[config.mk]
export PLATFORM = sky130hd
export DESIGN_NAME = pulse_stretcher
export DESIGN_NICKNAME = d
export VERILOG_FILES = /design/src/rtl/pulse_stretcher_pkg.sv /design/src/rtl/pulse_stretch_cnt.sv /design/src/rtl/pulse_stretcher.sv
export SDC_FILE = /design/constraint.sdc
export NUM_CORES = 1
export LEC_CHECK = 0
export CAP_MARGIN = 25
export CORE_UTILIZATION = 35
export CTS_CLUSTER_DIAMETER = 60
export DETAILED_ROUTE_END_ITERATION = 6
export MAX_ROUTING_LAYER = met4
export PLACE_DENSITY = 0.6
export SKIP_CTS_REPAIR_TIMING = 1
export SLEW_MARGIN = 20
export SYNTH_ARGS = -nofsm -noshare
export SYNTH_HDL_FRONTEND = slang
export SYNTH_SLANG_ARGS = --single-unit
[constraint.sdc]
create_clock -name clk -period 2.7 [get_ports clk]
set_input_delay 0.675 -clock clk [delete_from_list [all_inputs] [get_ports clk]]
set_output_delay 0.675 -clock clk [all_outputs]
set_load 0.02 [all_outputs]
[src/rtl/pulse_stretcher_pkg.sv]
// Shared types and default widths for the pulse stretcher.
// Holds the FSM state encoding used by the top level.
package pulse_stretcher_pkg;

  localparam int CNT_W_DEF = 8;
  localparam int EVT_W_DEF = 16;

  typedef enum logic [1:0] {
    IDLE    = 2'd0,
    ACTIVE  = 2'd1,
    HOLDOFF = 2'd2
  } ps_state_t;

endpackage

[src/rtl/pulse_stretch_cnt.sv]
// Loadable down-counter with zero flag.
// Load has priority over decrement.
module pulse_stretch_cnt #(
  parameter int W = 8
) (
  input  logic         clk,
  input  logic         rst_n,
  input  logic         load,
  input  logic [W-1:0] load_val,
  input  logic         dec,
  output logic [W-1:0] cnt,
  output logic         zero
);

  always_ff @(posedge clk or negedge rst_n) begin
    if (!rst_n) begin
      cnt <= '0;
    end else if (load) begin
      cnt <= load_val;
    end else if (dec) begin
      cnt <= cnt - W'(1);
    end
  end

  assign zero = (cnt == '0);

endmodule

[src/rtl/pulse_stretcher.sv]
// Retriggerable pulse stretcher with holdoff and event counter.
// All outputs come straight from flops fed by next-state logic.
module pulse_stretcher
  import pulse_stretcher_pkg::*;
#(
  parameter int CNT_W = CNT_W_DEF,
  parameter int EVT_W = EVT_W_DEF
) (
  input  logic             clk,
  input  logic             rst_n,
  input  logic             pulse_in,
  input  logic [CNT_W-1:0] len,
  input  logic [CNT_W-1:0] holdoff,
  input  logic             retrig_en,
  output logic             level_out,
  output logic             busy,
  output logic             overrun,
  output logic [EVT_W-1:0] evt_cnt
);

  ps_state_t        state, state_next;
  logic             load, dec, zero;
  logic             accept, ovr;
  logic [CNT_W-1:0] load_val, cnt;
  logic             len_ok, seamless;

  pulse_stretch_cnt #(.W(CNT_W)) u_cnt (
    .clk      (clk),
    .rst_n    (rst_n),
    .load     (load),
    .load_val (load_val),
    .dec      (dec),
    .cnt      (cnt),
    .zero     (zero)
  );

  assign len_ok   = (len != '0);
  assign seamless = zero && (holdoff == '0);

  always_ff @(posedge clk or negedge rst_n) begin
    if (!rst_n) begin
      state <= IDLE;
    end else begin
      state <= state_next;
    end
  end

  always_comb begin
    state_next = state;
    load       = 1'b0;
    load_val   = '0;
    dec        = 1'b0;
    accept     = 1'b0;
    ovr        = 1'b0;
    unique case (state)
      IDLE: begin
        if (pulse_in && len_ok) begin
          accept     = 1'b1;
          load       = 1'b1;
          load_val   = len - CNT_W'(1);
          state_next = ACTIVE;
        end
      end
      ACTIVE: begin
        if (pulse_in && len_ok && (retrig_en || seamless)) begin
          accept   = 1'b1;
          load     = 1'b1;
          load_val = len - CNT_W'(1);
        end else begin
          ovr = pulse_in;
          if (!zero) begin
            dec = 1'b1;
          end else if (holdoff != '0) begin
            load       = 1'b1;
            load_val   = holdoff - CNT_W'(1);
            state_next = HOLDOFF;
          end else begin
            state_next = IDLE;
          end
        end
      end
      HOLDOFF: begin
        ovr = pulse_in;
        if (zero) begin
          state_next = IDLE;
        end else begin
          dec = 1'b1;
        end
      end
      default: state_next = IDLE;
    endcase
  end

  // Outputs register the upcoming state so they align with the state flop.
  always_ff @(posedge clk or negedge rst_n) begin
    if (!rst_n) begin
      level_out <= 1'b0;
      busy      <= 1'b0;
      overrun   <= 1'b0;
      evt_cnt   <= '0;
    end else begin
      level_out <= (state_next == ACTIVE);
      busy      <= (state_next != IDLE);
      overrun   <= ovr;
      if (accept && (evt_cnt != '1)) begin
        evt_cnt <= evt_cnt + EVT_W'(1);
      end
    end
  end

endmodule

==> results of run 1 <==
==> metrics by stage <==
stage | setup slack, ns | hold slack (ns) | area (um2) | util, % | setup TNS (ns)
floorplan | 0.2389 | 0.3794 | 2138 | - | 0
global placement | -0.3033 | 0.4787 | 2945 | 49.75 | -5.535
detailed placement | -0.3729 | 0.4822 | 2945 | 49.75 | -5.101
CTS | -0.08339 | 0.4911 | 3065 | 51.78 | -0.3458
global route | -0.01558 | 0.5106 | 3118 | 52.66 | -0.01558
finish | 0.07257 | 0.4816 | 3118 | 52.66 | 0
==> critical path: stages <==
cell,delay [ns]
clkdlybuf4s50_1,0.43
or4_4,0.61
o211a_4,0.29
o22ai_2,0.23
buf_12,0.16
nor3_2,0.07
a221oi_1,0.32
==> registers in the layout, summed over array words and instances, names as in the netlist <==
register	cells
evt_cnt	16
busy	1
level_out	1
overrun	1
state	2
u_cnt.cnt	8
==> cell type report <==
cell class,count,area (um2),share of cell area [%]
Tap cell,75,93.84,3.010
Inverter,16,60.06,1.926
Sequential cell,29,725.7,23.27
Clock inverter,2,37.54,1.204
Multi-Input combinational cell,184,1369,43.90
Clock buffer,6,82.58,2.648
Timing Repair Buffer,85,749.5,24.04
==> final timing paths <==
check / start / endpoint / slack, ns / cells after the start
worst max-delay path: len[2] / u_cnt.cnt[7] / 0.07 / 7
worst min-delay path: evt_cnt[14] / evt_cnt[14] / 0.48 / 1
worst max register to register: u_cnt.cnt[0] / u_cnt.cnt[4] / 0.32 / 8
worst min register to register: evt_cnt[14] / evt_cnt[14] / 0.48 / 1
max in group asynchronous: rst_n / u_cnt.cnt[1] / 1.65 / 2
min in group asynchronous: rst_n / evt_cnt[10] / 0.77 / 2
==> power by group <==
part	internal, mW	switching (mW)
logic	0.722	0.734
registers	0.557	0.114
clock network	0.300	0.171
total	1.58	1.02
==> layer usage <==
metal / vias up / share of wire, % / global-route usage, %
met4: 0 / 0.40 / 5.893
met5: - / 0 / -
li1: 1063 / - / -
met3: 3 / 4.1 / 2.841
met2: 65 / 49 / 31.97
met1: 1036 / 47 / 23.94
==> synthesized netlist by cell type (all sizes together) (6+ instances only) <==
library cell and count:
dfrtp 29, xnor2 18, inv 16, nand3 16
nor2 14, nand2 13, ha 11, nor3 10
a221oi 9, a21oi 8, o21ai 8, or3 7
xor2 6
==> kinds of logic (layout without fill, tap and decap cells) <==
logic type / after synthesis / count (layout) / synth area share [%]
AO/OA/AOI/OAI: 60 / 60 / 22.24
XOR/XNOR: 24 / 24 / 9.830
AND/OR/NAND/NOR: 88 / 88 / 22.70
buffers and inverters: 21 / 109 / 4.330
multiplexers: 1 / 1 / 0.5266
adder cells (fa/ha/maj): 11 / 11 / 6.436
flip-flops: 29 / 29 / 33.94
==> key figures, run 1 <==
Logic synthesis
  • Async set-reset flop share out of synthesis: 100.0%
  • Synth area leader: dfrtp_1
  • Synth Cell Area: 0.002138 mm2
  • Post-synth top flop: dfrtp_1
  • Synth unique cells: 53
  • Sequential-to-total area share from yosys stat: 33.94%
  • Top-area cell type share of the netlist area: 33.94%
  • Post-synth EDFFs: 0
  • Ranking of synthesized cells by area: dfrtp_1 (34%), xnor2_1 (7.4%), ha_1 (6.4%)
  • Syn Area/Cell: 9.138 um2
  • Yosys warns: 0
  • Syn_nets: 265
  • #FFs+latches synth: 29
  • Post-Syn Instances: 234

Pwr
  • PD cells: 833.4 mW/mm2
  • Total Power: 2.598 mW
  • VDD IR max: 0.0003968 V
  • LEAKAGE: 1.292 nW

Floorplan
  • CORE AREA: 0.005921 mm2
  • I/O Pins: 39
  • DIE WIDTH: 80.16 um
  • Std-Cell Rows: 28
  • Die area: 0.006426 mm2
  • Chip height: 80.16 um
  • Initial Util: 36.12%

Placed design
  • Placed insts: 389
  • IO buf count: 38
  • GPL Wtd Cong: 0.8420
  • DPL Wire Length: 4.359 mm

Detailed routing
  • DRT iter0 DRCs: 99
  • DRC viols: 1
  • Drt via density: 5.458
  • Drt pass-1 iters: 6
  • Drt wl/cell: 13.88 um
  • Via Count: 2,167
  • Antenna Nets Post-Route: 0
  • Detailed Route WL: 5.511 mm

Run
  • MaxCap Viol Count: 0

Clock tree
  • H-tree levels: 2
  • Worst-case clock buffer depth: 2
  • Num CTS Buffers: 5
  • Clk_lat worst skew: 0.28 ns
  • Clock Sinks: 29
  • CTS tree: built
  • CTS Root Cell: clkbuf_8
  • Worst-path clk slew: 0.06 ns

Finish
  • Most frequent cells in the layout: buf_4 (45), clkdlybuf4s50_1 (38), dfrtp_1 (29)
  • Final Net Count: 352
  • ANT cells: 0
  • Layout area overhead: 45.82%
  • Commonest non-fill, non-tap cell in the layout: buf_4
  • Ratio of cells with drive above 1 in the final layout: 24.22%
  • Final Non-Filler Cells: 397
  • Fillers: 571

GRT
  • GRT Residual Overflow: 0
  • First-pass GRT wire length: 9.239 mm
  • Initial antenna violation count: 0
  • GR Util All Layers: 19.17%
  • Largest net degree at the start of global routing: 30
  • Number of global-route vias before repair: 2,004

Timing
  • RSZ-0062 raised after global routing: yes
  • Setup violators final: 0
  • Final Hold Vio Count: 0
  • Setup Skew: 0.006655 ns
  • Final Cycle Share: 97.31%
  • Fmax: 0.3806 GHz
  • Final slew viol count: 0
  • Fin crit period: 2.627 ns
  • Worst-Margin Slew: 0.4255 ns
  • Slew margin rel.: 71.48%

Critical path
  • Critical Setup Path Class: in2reg
  • CP required: 2.87 ns
  • CP Max Fanout: 10
  • Crit path capture type: flip-flop
  • Arr. time, crit path: 2.80 ns
  • CP Launch Type: primary input

Hold path
  • Hold Path Class: reg2reg

Run status
  • Failing checks: design-rule violations
  • Status: finished, violations left
Power figures use the tool's default switching activity.
==> inputs of run 2 (changes only) <==
==> constraint.sdc (replaced) <==
create_clock -name clk -period 3.36 [get_ports clk]
set_input_delay 0.84 -clock clk [delete_from_list [all_inputs] [get_ports clk]]
set_output_delay 0.84 -clock clk [all_outputs]
set_load 0.02 [all_outputs]
==> run 2 against run 1 <==
Effect of this change:
- the flow now finishes without violations
- register-to-register slack better by 0.55 ns
- highest routed layer unchanged
- via count fell by 7.0%
- sequential cell count unchanged
==> key figures, run 2 (same netlist as run 1, synthesis figures left out) <==
Run status
  • Status: complete, no violations

Timing
  • Setup TNS: 0 ns
  • Setup violators final: 0
  • Worst-Margin Slew: 0.6651 ns
  • Final Cycle Share: 88.31%
  • Final Hold Vio Count: 0
  • Fmax: 0.3370 GHz
  • Slew margin rel.: 55.25%
  • Final slew viol count: 0
  • Setup Skew: 0.008584 ns
  • RSZ-0062 raised after global routing: no
  • Fin crit period: 2.967 ns
  • Setup WS post-layout: 0.3929 ns

Pwr
  • Total Power: 1.962 mW
  • PD cells: 698.6 mW/mm2
  • VDD IR max: 0.0003397 V
  • LEAKAGE: 1.127 nW

Finish
  • Most frequent cells in the layout: clkdlybuf4s50_1 (38), dfrtp_1 (29), xnor2_1 (18)
  • Biggest register: evt_cnt
  • Commonest non-fill, non-tap cell in the layout: clkdlybuf4s50_1
  • Reg area: 725.7 um2
  • Fillers: 574
  • Ratio of cells with drive above 1 in the final layout: 12.80%
  • Layout area overhead: 31.36%
  • Final Util: 47.44%
  • Final Net Count: 320
  • Top Registers: evt_cnt (16), u_cnt.cnt (8), state (2)
  • Max FFs per register: 16
  • Final Non-Filler Cells: 364
  • Multi-input logic area: 0.001320 mm2
  • ANT cells: 0

Critical path
  • FF-to-FF path depth: 5
  • CP required: 3.52 ns
  • R2r setup slk: 0.87 ns
  • CP Launch Type: primary input
  • CP Max Fanout: 7
  • R2r endpoint: evt_cnt[1]
  • Critical Setup Path Class: in2reg
  • Crit path capture type: flip-flop
  • Arr. time, crit path: 3.13 ns
  • Reg2reg start: evt_cnt[3]

Floorplan
  • I/O Pins: 39
  • Chip height: 80.16 um
  • CORE AREA: 0.005921 mm2
  • Std-Cell Rows: 28
  • DIE WIDTH: 80.16 um
  • Initial Util: 36.12%
  • Die area: 0.006426 mm2

Detailed routing
  • Drt via density: 5.538
  • DRT iter0 DRCs: 78
  • DRC viols: 0
  • Detailed Route WL: 5.220 mm
  • Drt pass-1 iters: 6
  • Drt wl/cell: 14.34 um
  • Via Count: 2,016
  • Antenna Nets Post-Route: 0

Clock tree
  • Clock Sinks: 29
  • CTS Root Cell: clkbuf_8
  • CTS tree: built
  • Clk_lat worst skew: 0.28 ns
  • Num CTS Buffers: 5
  • Worst-case clock buffer depth: 2
  • H-tree levels: 2
  • Worst-path clk slew: 0.07 ns

Hold path
  • HP Start: evt_cnt[14]
  • Hold Path Class: reg2reg
  • Worst hold path cell count: 1
  • Hold Path End: evt_cnt[14]

GRT
  • First-pass GRT wire length: 8.887 mm
  • Initial antenna violation count: 0
  • GRT Residual Overflow: 0
  • Largest net degree at the start of global routing: 30
  • GR Util All Layers: 18.28%
  • Number of global-route vias before repair: 1,956

Run
  • MaxCap Viol Count: 0

Placed design
  • Post-Place Worst Slack: 0.1001 ns
  • Placed insts: 357
  • GPL Wtd Cong: 0.7958
  • IO buf count: 38
  • DPL Wire Length: 4.107 mm
run 2: how the worst max path moves through the flow:
stage,start,endpoint,slack (ns),cells after the start
after floorplan,len[0],u_cnt.cnt[3],0.73,8
after global placement,len[1],busy,0.16,8
after detailed placement,len[3],u_cnt.cnt[7],0.10,6
after CTS,len[3],u_cnt.cnt[7],0.38,6
after global routing,len[3],u_cnt.cnt[7],0.24,6
final,len[3],u_cnt.cnt[7],0.39,6
run 2: stage by stage:
| stage | area [um2] | hold WS (ns) |
|---|---|---|
| 5_1_grt | 2809 | 0.5206 |
| 3_5_place_dp | 2705 | 0.4822 |
| 2_1_floorplan | 2138 | 0.5401 |
| 6_report | 2809 | 0.4863 |
| 3_3_place_gp | 2705 | 0.4862 |
| 4_1_cts | 2809 | 0.4937 |
run 2: worst max-delay path, cell delays in order:
cell and delay (ns):
clkdlybuf4s50_1 0.46, or4_1 0.67, or3_1 0.39, a221oi_1 0.38, a2111oi_0 0.13, a221oi_1 0.25
run 2: final cells by class:
class | count | area share, %
Clock buffer | 5 | 2.450
Tap cell | 75 | 3.341
Multi-Input combinational cell | 184 | 46.99
Clock inverter | 2 | 1.247
Inverter | 16 | 2.138
Timing Repair Buffer | 53 | 18.00
Sequential cell | 29 | 25.84
run 2: report_power, final:
part | total (mW) | internal, mW | switching (mW) | leakage, nW
clock | 0.343 | 0.215 | 0.128 | 0.0540
combinational | 1.07 | 0.510 | 0.564 | 0.691
sequential | 0.545 | 0.448 | 0.0974 | 0.381
run 2: per-layer routing:
metal  vias to the layer above  share of wire (%)  track usage (%)
met1                       945                 45            22.38
li1                        992                  -                -
met3                         7                5.5            3.409
met2                        72                 47            30.09
met4                         0                1.8            6.429
met5                         -                  0                -
==> inputs of run 3 (changes only) <==
--- a/config.mk
+++ b/config.mk
@@ -6,13 +6,15 @@
 export NUM_CORES = 1
 export LEC_CHECK = 0
 export CAP_MARGIN = 25
-export CORE_UTILIZATION = 35
+export CORE_UTILIZATION = 55
 export CTS_CLUSTER_DIAMETER = 60
 export DETAILED_ROUTE_END_ITERATION = 6
 export MAX_ROUTING_LAYER = met4
-export PLACE_DENSITY = 0.6
+export PLACE_DENSITY = 0.86
+export SETUP_SLACK_MARGIN = 0.4
 export SKIP_CTS_REPAIR_TIMING = 1
 export SLEW_MARGIN = 20
 export SYNTH_ARGS = -nofsm -noshare
 export SYNTH_HDL_FRONTEND = slang
 export SYNTH_SLANG_ARGS = --single-unit
+export TNS_END_PERCENT = 100
==> run 3 against run 2 <==
Effect of this change:
- routed wire length rose by 4.7%
- clock power up 9.6%
- clock skew shrank 0.0047 ns
- final cell count fell by 7.4%
- non-clock buffer count is 1 lower
- via count rose by 4.4%
- global-route usage up 11 points
- combinational power is essentially flat
- register-to-register slack improved by 0.05 ns
- largest cell class unchanged
==> key figures, run 3 (same netlist as run 1, synthesis figures left out) <==
Pwr
  • LEAKAGE: 1.138 nW
  • PD cells: 717.5 mW/mm2
  • VDD IR max: 0.0004887 V
  • Total Power: 2.024 mW

Detailed routing
  • Antenna Nets Post-Route: 0
  • Drt via density: 6.243
  • Drt pass-1 iters: 5
  • DRT iter0 DRCs: 154
  • DRC viols: 0
  • Via Count: 2,104
  • Detailed Route WL: 5.463 mm
  • Drt wl/cell: 16.21 um

Clock tree
  • Clk_lat worst skew: 0.28 ns
  • Worst-path clk slew: 0.06 ns
  • CTS tree: built
  • Clock Sinks: 29
  • H-tree levels: 2
  • Worst-case clock buffer depth: 2
  • Num CTS Buffers: 5
  • CTS Root Cell: clkbuf_8

Finish
  • Top Registers: evt_cnt (16), u_cnt.cnt (8), state (2)
  • Most frequent cells in the layout: clkdlybuf4s50_1 (38), dfrtp_1 (29), xnor2_1 (18)
  • Design Area, Final: 0.002821 mm2
  • Final Util: 76.49%
  • Commonest non-fill, non-tap cell in the layout: clkdlybuf4s50_1
  • Biggest register: evt_cnt
  • Ratio of cells with drive above 1 in the final layout: 14.53%
  • Max FFs per register: 16
  • ANT cells: 0
  • Final Net Count: 319
  • Layout area overhead: 31.95%

Critical path
  • Critical Setup Path Class: in2reg
  • Arr. time, crit path: 3.04 ns
  • CP required: 3.53 ns
  • CP Launch Type: primary input
  • Crit path capture type: flip-flop
  • CP Max Fanout: 20

Placed design
  • GPL Wtd Cong: 0.9258
  • Placed cell areas: 0.002664 mm2
  • IO buf count: 38
  • Post-Place Worst Slack: 0.07090 ns
  • DPL Wire Length: 4.204 mm

GRT
  • First-pass GRT wire length: 9.073 mm
  • Largest net degree at the start of global routing: 30
  • Number of global-route vias before repair: 1,931
  • GRT Residual Overflow: 0
  • Initial antenna violation count: 0
  • GR Util All Layers: 29.56%

Floorplan
  • DIE WIDTH: 64.35 um
  • Chip height: 64.35 um
  • CORE AREA: 0.003689 mm2
  • Initial Util: 57.97%
  • Die area: 0.004141 mm2
  • Std-Cell Rows: 22
  • I/O Pins: 39

Timing
  • Setup WS post-layout: 0.4893 ns
  • Setup Skew: 0.003894 ns
  • Slew margin rel.: 62.07%
  • RSZ-0062 raised after global routing: yes
  • Final slew viol count: 0
  • Fin crit period: 2.871 ns
  • Setup violators final: 0
  • Fmax: 0.3483 GHz
  • Final Cycle Share: 85.44%
  • Worst-Margin Slew: 0.5637 ns
  • Final Hold Vio Count: 0
  • Setup TNS: 0 ns

Run
  • MaxCap Viol Count: 0

Hold path
  • Hold Path Class: reg2reg

Run status
  • Status: complete, no violations
run 3: cell count changes in the layout (fill, tap and decap cells not counted), sizes merged:
cell,before,now
clkbuf,5,7
buf,15,14
clkinv,1,0
run 3: final timing paths:
kind | slack, ns | start | end | cells after the start
max | 0.49 | len[1] | u_cnt.cnt[4] | 9
min | 0.50 | evt_cnt[12] | evt_cnt[12] | 1
max reg2reg | 0.92 | u_cnt.cnt[0] | u_cnt.cnt[4] | 8
min reg2reg | 0.50 | evt_cnt[12] | evt_cnt[12] | 1
max in group asynchronous | 2.14 | rst_n | u_cnt.cnt[4] | 2
min in group asynchronous | 0.95 | rst_n | state[0] | 2
run 3: power breakdown:
group	total (mW)	leakage, nW	switching (mW)	internal (mW)
logic	1.10	0.699	0.589	0.515
registers	0.544	0.381	0.0959	0.448
clock network	0.376	0.0585	0.135	0.241
run 3: final cells by class:
class	count	area (um2)
tap	48	60.06
timing repair buffer	52	498.0
sequential	29	725.7
clock buffer	7	86.33
inverter	16	60.06
clock inverter	1	30.03
fill	269	867.1
multi-input combinational	184	1361
run 3: per-stage QoR:
stage | hold slack [ns] | instances
2_1_floorplan | 0.5401 | 234
3_3_place_gp | 0.4859 | 329
3_5_place_dp | 0.4919 | 329
4_1_cts | 0.5017 | 337
5_1_grt | 0.5309 | 337
6_report | 0.4960 | 337
run 3: layer usage:
layer | up-vias | wire length, um | global-route usage (%)
met5 | - | 0 | -
met4 | 0 | 87 | 9.444
met3 | 12 | 294 | 5.000
met2 | 73 | 2725 | 47.24
met1 | 1021 | 2355 | 38.12
li1 | 998 | - | -
run 3: critical path, cell delays in order:
cell,delay (ns)
clkdlybuf4s50_1,0.45
inv_1,0.09
ha_1,0.15
or3b_4,0.41
o21ai_4,0.15
a21oi_1,0.09
buf_12,0.19
or3_1,0.38
o221a_2,0.28
